### src/rtl/edge_pkg.sv
// Shared types and defaults for the edge-to-pulse generator.
//   edge_mode_t     : per-channel edge selection (off / rise / fall / both)
//   DEF_SYNC_STAGES : default synchroniser depth
//   edge_qualifies  : decides whether an accepted edge should emit a pulse
package edge_pkg;

   typedef enum logic [1:0] {
      EDGE_OFF  = 2'b00,
      EDGE_RISE = 2'b01,
      EDGE_FALL = 2'b10,
      EDGE_BOTH = 2'b11
   } edge_mode_t;

   localparam int unsigned DEF_SYNC_STAGES = 2;

   // True when an accepted edge of the given direction matches the mode
   function automatic logic edge_qualifies(input edge_mode_t mode,
                                           input logic       rise,
                                           input logic       fall);
      logic hit;
      hit = 1'b0;
      case (mode)
         EDGE_RISE: hit = rise;
         EDGE_FALL: hit = fall;
         EDGE_BOTH: hit = rise | fall;
         default:   hit = 1'b0;
      endcase
      return hit;
   endfunction

endpackage

### src/rtl/edge_chan.sv
// Single-bit edge channel: synchroniser, persistence filter, level register
// and mode-qualified one-clock pulse.
// Ports:
//   clk, rst : clock and asynchronous active-high reset
//   en       : pulse enable (filter keeps tracking while low)
//   d        : raw asynchronous input
//   mode     : edge selection for this channel
//   q        : registered one-clock pulse, high in the cycle level changes
//   level    : filtered, synchronised level
//   pulse_c  : combinational next value of q (feeds the top-level OR)
module edge_chan
   import edge_pkg::*;
#(
   parameter int unsigned SYNC_STAGES   = DEF_SYNC_STAGES,
   parameter int unsigned FILTER_CYCLES = 1,
   parameter logic        INIT_LEVEL    = 1'b0
) (
   input  logic       clk,
   input  logic       rst,
   input  logic       en,
   input  logic       d,
   input  edge_mode_t mode,
   output logic       q,
   output logic       level,
   output logic       pulse_c
);

   localparam int unsigned CNT_W = $clog2(FILTER_CYCLES + 1);

   logic [SYNC_STAGES-1:0] sync_q, sync_d;
   logic [CNT_W-1:0]       cnt_q, cnt_d;
   logic                   level_q, level_d;
   logic                   q_q;
   logic                   s;
   logic                   accept_c;

   assign s = sync_q[SYNC_STAGES-1];

   // Synchroniser shift: d enters at stage 0
   always_comb begin
      sync_d[0] = d;
      for (int i = 1; i < int'(SYNC_STAGES); i++) begin
         sync_d[i] = sync_q[i-1];
      end
   end

   // Persistence filter: a new level must be seen FILTER_CYCLES times in a row
   always_comb begin
      cnt_d    = cnt_q;
      level_d  = level_q;
      accept_c = 1'b0;
      if (s == level_q) begin
         cnt_d = '0;
      end else if (cnt_q == CNT_W'(FILTER_CYCLES - 1)) begin
         level_d  = s;
         cnt_d    = '0;
         accept_c = 1'b1;
      end else begin
         cnt_d = cnt_q + CNT_W'(1);
      end
   end

   // Direction follows the newly accepted level
   assign pulse_c = en & edge_qualifies(mode, accept_c & s, accept_c & ~s);

   always_ff @(posedge clk or posedge rst) begin
      if (rst) begin
         sync_q  <= {SYNC_STAGES{INIT_LEVEL}};
         cnt_q   <= '0;
         level_q <= INIT_LEVEL;
         q_q     <= 1'b0;
      end else begin
         sync_q  <= sync_d;
         cnt_q   <= cnt_d;
         level_q <= level_d;
         q_q     <= pulse_c;
      end
   end

   assign q     = q_q;
   assign level = level_q;

endmodule

### src/rtl/edge_pulse_gen.sv
// Multi-channel edge-to-pulse generator: one edge_chan per input bit plus a
// registered OR of all pulses.
// Ports:
//   clk, rst : clock and asynchronous active-high reset
//   en       : global pulse enable
//   d        : raw asynchronous inputs, one per channel
//   mode     : per-channel edge_mode_t, channel i at [2i+1:2i]
//   q        : one-clock edge pulses
//   level    : filtered, synchronised level per channel
//   any_q    : OR of q, aligned with q
module edge_pulse_gen
   import edge_pkg::*;
#(
   parameter int unsigned CHANNELS      = 4,
   parameter int unsigned SYNC_STAGES   = DEF_SYNC_STAGES,
   parameter int unsigned FILTER_CYCLES = 1,
   parameter logic        INIT_LEVEL    = 1'b0
) (
   input  logic                  clk,
   input  logic                  rst,
   input  logic                  en,
   input  logic [CHANNELS-1:0]   d,
   input  logic [2*CHANNELS-1:0] mode,
   output logic [CHANNELS-1:0]   q,
   output logic [CHANNELS-1:0]   level,
   output logic                  any_q
);

   logic [CHANNELS-1:0] pulse_c;
   logic                any_q_q, any_q_d;

   for (genvar i = 0; i < int'(CHANNELS); i++) begin : g_chan
      edge_chan #(
         .SYNC_STAGES   (SYNC_STAGES),
         .FILTER_CYCLES (FILTER_CYCLES),
         .INIT_LEVEL    (INIT_LEVEL)
      ) u_chan (
         .clk     (clk),
         .rst     (rst),
         .en      (en),
         .d       (d[i]),
         .mode    (edge_mode_t'(mode[2*i +: 2])),
         .q       (q[i]),
         .level   (level[i]),
         .pulse_c (pulse_c[i])
      );
   end

   // OR the next-cycle pulses so any_q lands in the same cycle as q
   always_comb begin
      any_q_d = |pulse_c;
   end

   always_ff @(posedge clk or posedge rst) begin
      if (rst) begin
         any_q_q <= 1'b0;
      end else begin
         any_q_q <= any_q_d;
      end
   end

   assign any_q = any_q_q;

endmodule

### config.mk
export PLATFORM = sky130hd
export DESIGN_NAME = edge_pulse_gen
export DESIGN_NICKNAME = d
export VERILOG_FILES = /design/src/rtl/edge_pkg.sv /design/src/rtl/edge_chan.sv /design/src/rtl/edge_pulse_gen.sv
export SDC_FILE = /design/constraint.sdc
export NUM_CORES = 1
export LEC_CHECK = 0
export CORE_AREA = 8 8 49 51
export CTS_CLUSTER_SIZE = 16
export DETAILED_ROUTE_END_ITERATION = 10
export DIE_AREA = 0 0 57 59
export HOLD_SLACK_MARGIN = 0.12
export PLACE_DENSITY = 0.83
export SLEW_MARGIN = 10
export SYNTH_ARGS = -nofsm -noshare
export SYNTH_HDL_FRONTEND = slang
export SYNTH_HIERARCHICAL = 1
export SYNTH_SLANG_ARGS = --single-unit
### constraint.sdc
create_clock -name clk -period 4.4 [get_ports clk]
set_input_delay 0.44 -clock clk [delete_from_list [all_inputs] [get_ports clk]]
set_output_delay 0.44 -clock clk [all_outputs]
set_load 0.02 [all_outputs]
==> results of run 1 <==
-- routing by layer --
| layer | track usage [%] | up-vias | wire length [um] |
|---|---|---|---|
| met5 | 0 | - | 0 |
| met4 | 6.040 | 0 | 12 |
| met3 | 4.292 | 2 | 137 |
| met2 | 16.90 | 19 | 764 |
| met1 | 8.579 | 262 | 540 |
| li1 | - | 263 | - |
-- final timing paths --
path,end,slack (ns)
max in group asynchronous,g_chan[2].u_chan/q,3.79
min,g_chan[3].u_chan/sync_q[1],0.36
min reg2reg,g_chan[3].u_chan/sync_q[1],0.36
max reg2reg,any_q,2.80
max,level[3],2.65
min in group asynchronous,any_q,0.39
-- stage by stage --
step	hold WS, ns	std cells
detailed placement	0.3426	107
floorplan	0.1687	67
finish	0.3602	111
global route	0.3722	111
global placement	0.3343	107
CTS	0.3638	111
-- cells in the mapped netlist --
cell type	number
sky130_fd_sc_hd__a21oi_1	4
sky130_fd_sc_hd__inv_1	17
sky130_fd_sc_hd__ha_1	8
sky130_fd_sc_hd__nand2b_1	8
sky130_fd_sc_hd__dfrtp_1	17
sky130_fd_sc_hd__a311oi_1	4
sky130_fd_sc_hd__or4_1	1
sky130_fd_sc_hd__nand2_1	4
sky130_fd_sc_hd__o21ai_0	4
-- area by class of cell --
class / instances / share of cell area (%)
Sequential cell: 17 / 41.92
Clock buffer: 4 / 2.589
Tap cell: 17 / 2.096
Timing Repair Buffer: 23 / 22.69
Multi-Input combinational cell: 33 / 24.41
Inverter: 17 / 6.289
-- sequential cells by signal, indices dropped and copies added (netlist names) --
name	flops
any_q	1
g_chan.u_chan/level	4
g_chan.u_chan/q	4
g_chan.u_chan/sync_q	8
-- logic make-up after synthesis --
| kind of cell | count (synthesis) |
|---|---|
| buffers and inverters | 17 |
| adder cells (fa/ha/maj) | 8 |
| AO/OA/AOI/OAI | 12 |
| AND/OR/NAND/NOR | 13 |
| flip-flops | 17 |
-- where the power goes --
part           switching (mW)  leakage (nW)  total, mW  internal [mW]
clock network          0.0426        0.0150     0.0777         0.0351
logic                  0.0915         0.279      0.183         0.0916
registers              0.0221         0.206      0.207          0.185
total                   0.156         0.500      0.468          0.312
==> results.md, run 1 <==
Status:
- The run finished with clean final reports.

Min path:
- The cell count of the worst hold path is 0.
- The beginning of the worst hold path is g_chan[3].u_chan/sync_q[0].
- The worst hold path belongs to the class reg -> reg.

GRT:
- The number of global-route vias before repair is 629.
- Global routing consumed, over all layers together, 9.524% of the routing resources.
- The global-route wire length before repair is 2.484 mm.
- The largest net degree at the start of global routing is 10.
- The aggregate global routing overflow is 0.
- The number of antenna violations at the first check in global routing was 0.

Critical path:
- In this design, the stage delay of the slowest critical-path cell is 0.64 ns.
- The kind of launch point of the worst setup path is a register.
- The reg-to-reg startpoint is g_chan[1].u_chan/level.
- In this run the worst setup path begins at g_chan[3].u_chan/level.
- The critical path goes through clkdlybuf4s50_1.
- The number of buffers and inverters on the critical path is 1.
- In this run the number of cells on the critical path is 1.
- The highest net fanout along the worst path is 4.
- The worst setup path is captured at an output pin.
- The kind of cell with the highest combined delay along the critical path is buffers and inverters.
- The slowest library cell on the worst path is sky130_fd_sc_hd__clkdlybuf4s50_1.
- The cell depth of the worst flop-to-flop path is 5.
- The critical setup path kind is reg -> out.
- The required time reported for the critical path endpoint is 3.96 ns.
- The data arrival time of the critical path is 1.31 ns.

Yosys:
- The adder and majority gate portion of the synthesized area is 13.58%.
- The cell count after synthesis came out at 67.
- The cell taking the most area after synthesis is sky130_fd_sc_hd__dfrtp_1.
- The mean instance size in the synthesized netlist is 11.00 um2.
- The share of the Yosys chip area taken by registers is 57.72%.
- The main combinational cell family by area after synthesis is adder cells.
- The synthesized netlist contains 9 unique library cells.
- Yosys attributes the largest share of cell area to sky130_fd_sc_hd__dfrtp_1, sky130_fd_sc_hd__ha_1, sky130_fd_sc_hd__inv_1.
- The synthesized netlist occupies a cell area of 737.0 um2.
- The synthesis warning total is 6.
- The synthesized netlist devotes 9.847% of its cell area to simple gates.
- Measured against the total synthesized area, the mux share comes to 0%.
- The compound-cell area share of the yosys netlist is 10.19%.
- The net count after synthesis is 90.
- The area share of the leading cell type in the synthesized netlist is 57.72%.
- The synthesized netlist devotes 0% of its cell area to XOR and XNOR gates.
- The synthesized design contains 17 register bits.

Cells and area:
- The fill cell instance count of the final layout is 146.
- The final layout contains 118 nets.
- Once layout is complete, the utilization of the core stands at 61.44%.
- The total area of multi-input combinational cells is 247.7 um2.
- The library cells used most frequently in the layout, excluding fill and tap cells, are sky130_fd_sc_hd__clkdlybuf4s50_1, sky130_fd_sc_hd__inv_1, sky130_fd_sc_hd__dfrtp_1.
- The total non-filler cell area in the finished layout is 0.001015 mm2.
- Relative to the synthesized area, the layout overhead comes to 37.69%.
- Cells with a size suffix above 1 make up 3.191% of the layout.
- The commonest non-fill, non-tap cell in the layout is sky130_fd_sc_hd__clkdlybuf4s50_1.
- The storage element area is 425.4 um2.
- 0 antenna diodes ended up in the layout.

CTS:
- The hold buffer count at CTS is 0.
- The H-tree depth is 1.
- Clock-pin slew was measured on the worst setup and hold paths at 0.08 ns.
- The number of clock buffers added by TritonCTS is 3.
- The number of gates resized after CTS was 0.
- The number of buffers inserted by post-CTS setup repair is 0.
- Clock tree synthesis found a total of 17 sinks.
- The maximum number of buffers from clock root to sink is 2.
- The CTS root buffer is sky130_fd_sc_hd__clkbuf_4.
- The clock tree from TritonCTS is yes.
- The clock latency at the later pin of the worst-skew pair is 0.28 ns.

Power and ir drop:
- Overall power consumption after layout is estimated at 0.4680 mW.
- The worst vdd rail ir drop is 261.0 uV.
- Dividing total power by cell area gives a power density of 461.2 mW/mm2.
- The cell leakage power is 0.4997 nW.

Die:
- In this run the standard cell core region covers 0.001652 mm2.
- The count of pins on the block boundary is 24.
- The vertical die dimension is 59 um.
- In this run the core area contains 15 standard-cell rows.
- The starting density of the core is 44.62%.
- The floorplan step set the die width to 57 um.
- The area of the die is 0.003363 mm2.

Timing:
- Setup total negative slack on the finished layout was measured at 0 ns.
- The worst path meets setup with 2.649 ns of slack.
- The routed design could run at a clock period as short as 1.751 ns.
- Dividing the final minimum period by the clock period gives 39.80%.
- Setup violations remaining at the end of the flow were counted as 0.
- The relative max-transition margin is 80.39%.
- The hold violation count in the final report is 0.
- For the final database, setup skew stands at 0.003264 ns.
- The final count of pins violating max slew is 0.
- For this run, the top clock speed supported by timing is 571.0 MHz.
- Setup repair after global routing left no endpoint under its margin.
- For the pin with the worst max-slew slack, the measured transition is 0.2921 ns.

Drt:
- The final layout contains routed wiring with a total length of 1.455 mm.
- Using the TritonRoute via totals, the vias-per-cell ratio works out to 4.919.
- The via count of the routed design is 546.
- In this run the remaining antenna-violating nets after routing total 0.
- For this run, design rule violations remaining after detail routing come to 0.
- The wire length per cell after detailed routing is 13.11 um.
- The DRC marker count from the first detailed-route iteration is 6.
- For this run, the detailed router's first-pass iteration total came to 4.

Placed design:
- The final HPWL from detailed placement is 1.253 mm.
- Routability-driven placement finished with a final weighted congestion of 0.7459.
- The count of port buffers added during placement is 23.
- The post-place setup slack is 2.594 ns.
- Once placement finished, the instance area stood at 988.4 um2.

Run:
- The number of violations of the max-capacitance limit is 0.
Note: power is estimated with default switching activity, not from simulation.
==> inputs of run 2 (changes only) <==
--- a/config.mk
+++ b/config.mk
@@ -5,12 +5,12 @@
 export SDC_FILE = /design/constraint.sdc
 export NUM_CORES = 1
 export LEC_CHECK = 0
-export CORE_AREA = 8 8 49 51
+export CORE_AREA = 8 8 53 55
 export CTS_CLUSTER_SIZE = 16
 export DETAILED_ROUTE_END_ITERATION = 10
-export DIE_AREA = 0 0 57 59
+export DIE_AREA = 0 0 61 63
 export HOLD_SLACK_MARGIN = 0.12
-export PLACE_DENSITY = 0.83
+export PLACE_DENSITY = 0.74
 export SLEW_MARGIN = 10
 export SYNTH_ARGS = -nofsm -noshare
 export SYNTH_HDL_FRONTEND = slang
==> constraint.sdc (replaced) <==
create_clock -name clk -period 1.5 [get_ports clk]
set_input_delay 0.15 -clock clk [delete_from_list [all_inputs] [get_ports clk]]
set_output_delay 0.15 -clock clk [all_outputs]
set_load 0.02 [all_outputs]
==> run 2 against run 1 <==
Effect of this change:
- the run now ends with negative setup slack left
- routed wire length grew 9.0%
- total power grew to 3.3 times the previous value
- clock skew is essentially flat
- die area grew 14%
- highest routed layer unchanged
==> results.md, run 2 (synthesis gave the netlist of run 1 again) <==
Critical path:
- The required time reported for the critical path endpoint came to 1.66 ns (-2.30 ns).
- The kind of launch point of the worst setup path is a register.
- The critical path endpoint category is a register.
- The data arrival time of the critical path is 1.73 ns (+0.42 ns).
- The highest net fanout along the worst path is 2 (-2).
- The worst setup path is of the reg -> reg kind.

Placed design:
- The placed instance count is 122 (+14%).
- The routability-driven placement congestion ratio is 0.7455 (about the same).
- The final HPWL from detailed placement is 1.214 mm (-3.2%).
- The count of port buffers added during placement is 23 (unchanged).
- The post-place setup slack was -0.07193 ns (-2.666 ns).
- The placed cell area was 0.001037 mm2 (+4.9%).

Status:
- The checks that failed: negative setup slack.
- The run finished, with violations left.

Timing:
- The hold violation count in the final report is 0 (unchanged).
- The routed design could run at a clock period as short as 1.571 ns.
- Of the available clock period, the critical path in the final layout requires 104.8%.
- The maximum achievable frequency is 636.4 MHz.
- The relative max-transition margin was 79.86% (-0.53 points).
- The number of failing setup endpoints in the final timing report is 1 (+1).
- The smallest setup slack after layout is -0.07138 ns (-2.720 ns).
- The setup clock skew after layout is 0.003532 ns (+0.0002682 ns).
- Setup repair after global routing could not meet its margin everywhere.
- The slew at the pin with the worst max-slew slack is 0.3001 ns (+0.007956 ns).
- The final count of pins violating max slew is 0 (unchanged).

CTS:
- The clock latency at the later pin of the worst-skew pair is 0.28 ns (about the same).
- The CTS root buffer is sky130_fd_sc_hd__clkbuf_4.
- The clock tree from TritonCTS is yes.
- The maximum number of buffers from clock root to sink was 2 (unchanged).
- The H-tree depth came to 1 (unchanged).
- The total number of clock tree sinks is 17 (unchanged).
- The clock transition time at the flip-flop clock pins of the worst setup and hold paths was 0.09 ns (about the same).
- The number of buffers added by the clock tree synthesis step is 3 (unchanged).

Drt:
- The wire length per cell after detailed routing is 12.02 um (-8.3%).
- The via count of the routed design is 580 (+6.2%).
- The per-cell via count in the routed design was 4.394 (-11%).
- The DRC marker count from the first detailed-route iteration was 17 (+11).
- The number of nets with antenna violations after detailed routing is 0 (unchanged).
- The routed wire length is 1.586 mm (+9.0%).
- The number of iterations in the first detailed-routing pass is 4 (unchanged).
- The remaining routing DRC violations is 0 (unchanged).

Die:
- The number of standard-cell rows in the floorplan came to 17 (+2).
- The placeable core area is 0.002063 mm2 (+25%).
- The vertical die dimension is 63 um (+6.8%).
- The area of the die is 0.003843 mm2 (+14%).
- The starting density of the core is 35.72% (-8.9 points).
- The count of pins on the block boundary was 24 (unchanged).
- The die span in x is 61 um (+7.0%).

Run:
- The number of violations of the max-capacitance limit is 0 (unchanged).

Cells and area:
- The signed area change from the synthesized netlist to the final layout is 55.69%.
- The antenna diode instance count is 0 (unchanged).
- The largest register by flop count is g_chan.u_chan/sync_q.
- The storage element area is 430.4 um2 (+1.2%).
- Leaving out fill and tap cells, the most frequent cells in the layout are sky130_fd_sc_hd__clkdlybuf4s50_1, sky130_fd_sc_hd__inv_1, sky130_fd_sc_hd__dfrtp_1.
- The commonest non-fill, non-tap cell in the layout is sky130_fd_sc_hd__clkdlybuf4s50_1.
- The proportion of layout cells with a drive suffix above 1 is 21.15% (+18 points).
- The total area of multi-input combinational cells is 289.0 um2 (+17%).
- The count of nets after finishing is 128 (+8.5%).
- The count of placed standard cells in the final layout, fillers left out was 132 (+19%).
- The fill cell instance count of the final layout is 193 (+32%).
- The total non-filler cell area in the finished layout is 0.001147 mm2 (+13%).
- The number of flip-flops under the largest register name is 8 (unchanged).

Power and ir drop:
- The cell leakage power is 0.5593 nW (+12%).
- The power per cell area is 1357 mW/mm2 (+190%).
- The worst vdd rail ir drop is 881.4 uV (+240%).
- The reported net switching power is 0.5077 mW (+230%).
- The fraction of power spent switching nets is 32.62% (-0.75 points).
- The clock share of power is 14.5% (-2.1 points).
- The cell-internal power is 1.049 mW (+240%).
- The sequential fraction of design power is 39.0% (-5.3 points).
- The combinational cell fraction of total power came to 46.5% (+7.4 points).

Min path:
- The type of the most critical hold path is in -> reg.

GRT:
- The aggregate global routing overflow is 0 (unchanged).
- The global-route wire length before repair is 2.704 mm (+8.9%).
- The largest net degree at the start of global routing is 10 (unchanged).
- The number of antenna violations at the first check in global routing is 0 (unchanged).
- The global router's overall resource usage is 9.318% (-0.21 points).
- The number of global-route vias before repair is 643 (+2.2%).
run 2: changes by cell type in the layout (fill, tap and decap cells not counted), moves of 2 or more:
cell / change
sky130_fd_sc_hd__buf_4: +9
sky130_fd_sc_hd__clkdlybuf4s50_1: -4
sky130_fd_sc_hd__dfrtp_1: -4
sky130_fd_sc_hd__dfrtp_2: +4
sky130_fd_sc_hd__dlygate4sd2_1: +4
sky130_fd_sc_hd__inv_1: -2
sky130_fd_sc_hd__inv_2: +2
run 2: layout make-up:
type                       count  area share (%)
multi-input combinational     33           25.19
inverter                      17           5.562
tap                           28           3.053
clock buffer                   4           2.290
timing repair buffer          33           26.39
sequential                    17           37.51
run 2: per-stage QoR:
stage	util (%)	total power, mW	setup TNS [ns]	hold WS, ns
6_report	55.61	1.556	-0.07138	0.3071
5_1_grt	55.61	1.678	-0.1164	0.2869
4_1_cts	54.15	1.533	-0.04814	0.2998
3_5_place_dp	50.27	1.246	-0.07193	0.3373
3_3_place_gp	50.27	1.218	-0.02752	0.3326
2_1_floorplan	-	0.9135	-0.06992	-0.1213
run 2: worst paths after layout:
check | start | cells after the start | end | slack (ns)
max in group asynchronous | rst | 3 | g_chan[1].u_chan/level | 0.56
worst max-delay path | g_chan[3].u_chan/sync_q[1] | 4 | any_q | -0.07
min in group asynchronous | rst | 3 | any_q | 0.68
worst min-delay path | d[3] | 1 | g_chan[3].u_chan/sync_q[0] | 0.31
worst max register to register | g_chan[3].u_chan/sync_q[1] | 4 | any_q | -0.07
worst min register to register | g_chan[3].u_chan/sync_q[0] | 0 | g_chan[3].u_chan/sync_q[1] | 0.35
run 2: power by group through the flow:
stage	combinational, mW	clock, mW	sequential (mW)
detailed placement	0.623	0	0.623
global route	0.801	0.262	0.615
CTS	0.694	0.235	0.604
floorplan	0.199	0	0.714
finish	0.724	0.226	0.606
global placement	0.600	0	0.618
run 2: critical path: stages (launching register included):
cell                       delay [ns]
sky130_fd_sc_hd__dfrtp_1         0.42
sky130_fd_sc_hd__ha_4            0.28
sky130_fd_sc_hd__nand2b_4        0.12
sky130_fd_sc_hd__a311oi_4        0.10
sky130_fd_sc_hd__or4_1           0.53
run 2: routing by layer:
layer  wire (um)  global-route usage, %  vias to the layer above
met2         863                  16.40                       20
met3         119                  4.321                        2
met5           0                      0                        -
met1         594                  9.627                      272
li1            -                      -                      286
met4           8                  1.749                        0
run 2: timing repair:
| action | in CTS | in global routing |
|---|---|---|
| setup endpoints to repair | 3 | 1 |
| endpoints found under the hold margin | 1 | 0 |
| buffers inserted | 3 | 2 |
| cloned | 0 | 0 |
| resized for setup | 7 | 4 |
| pin swaps | 4 | 4 |
| hold buffers | 1 | 0 |
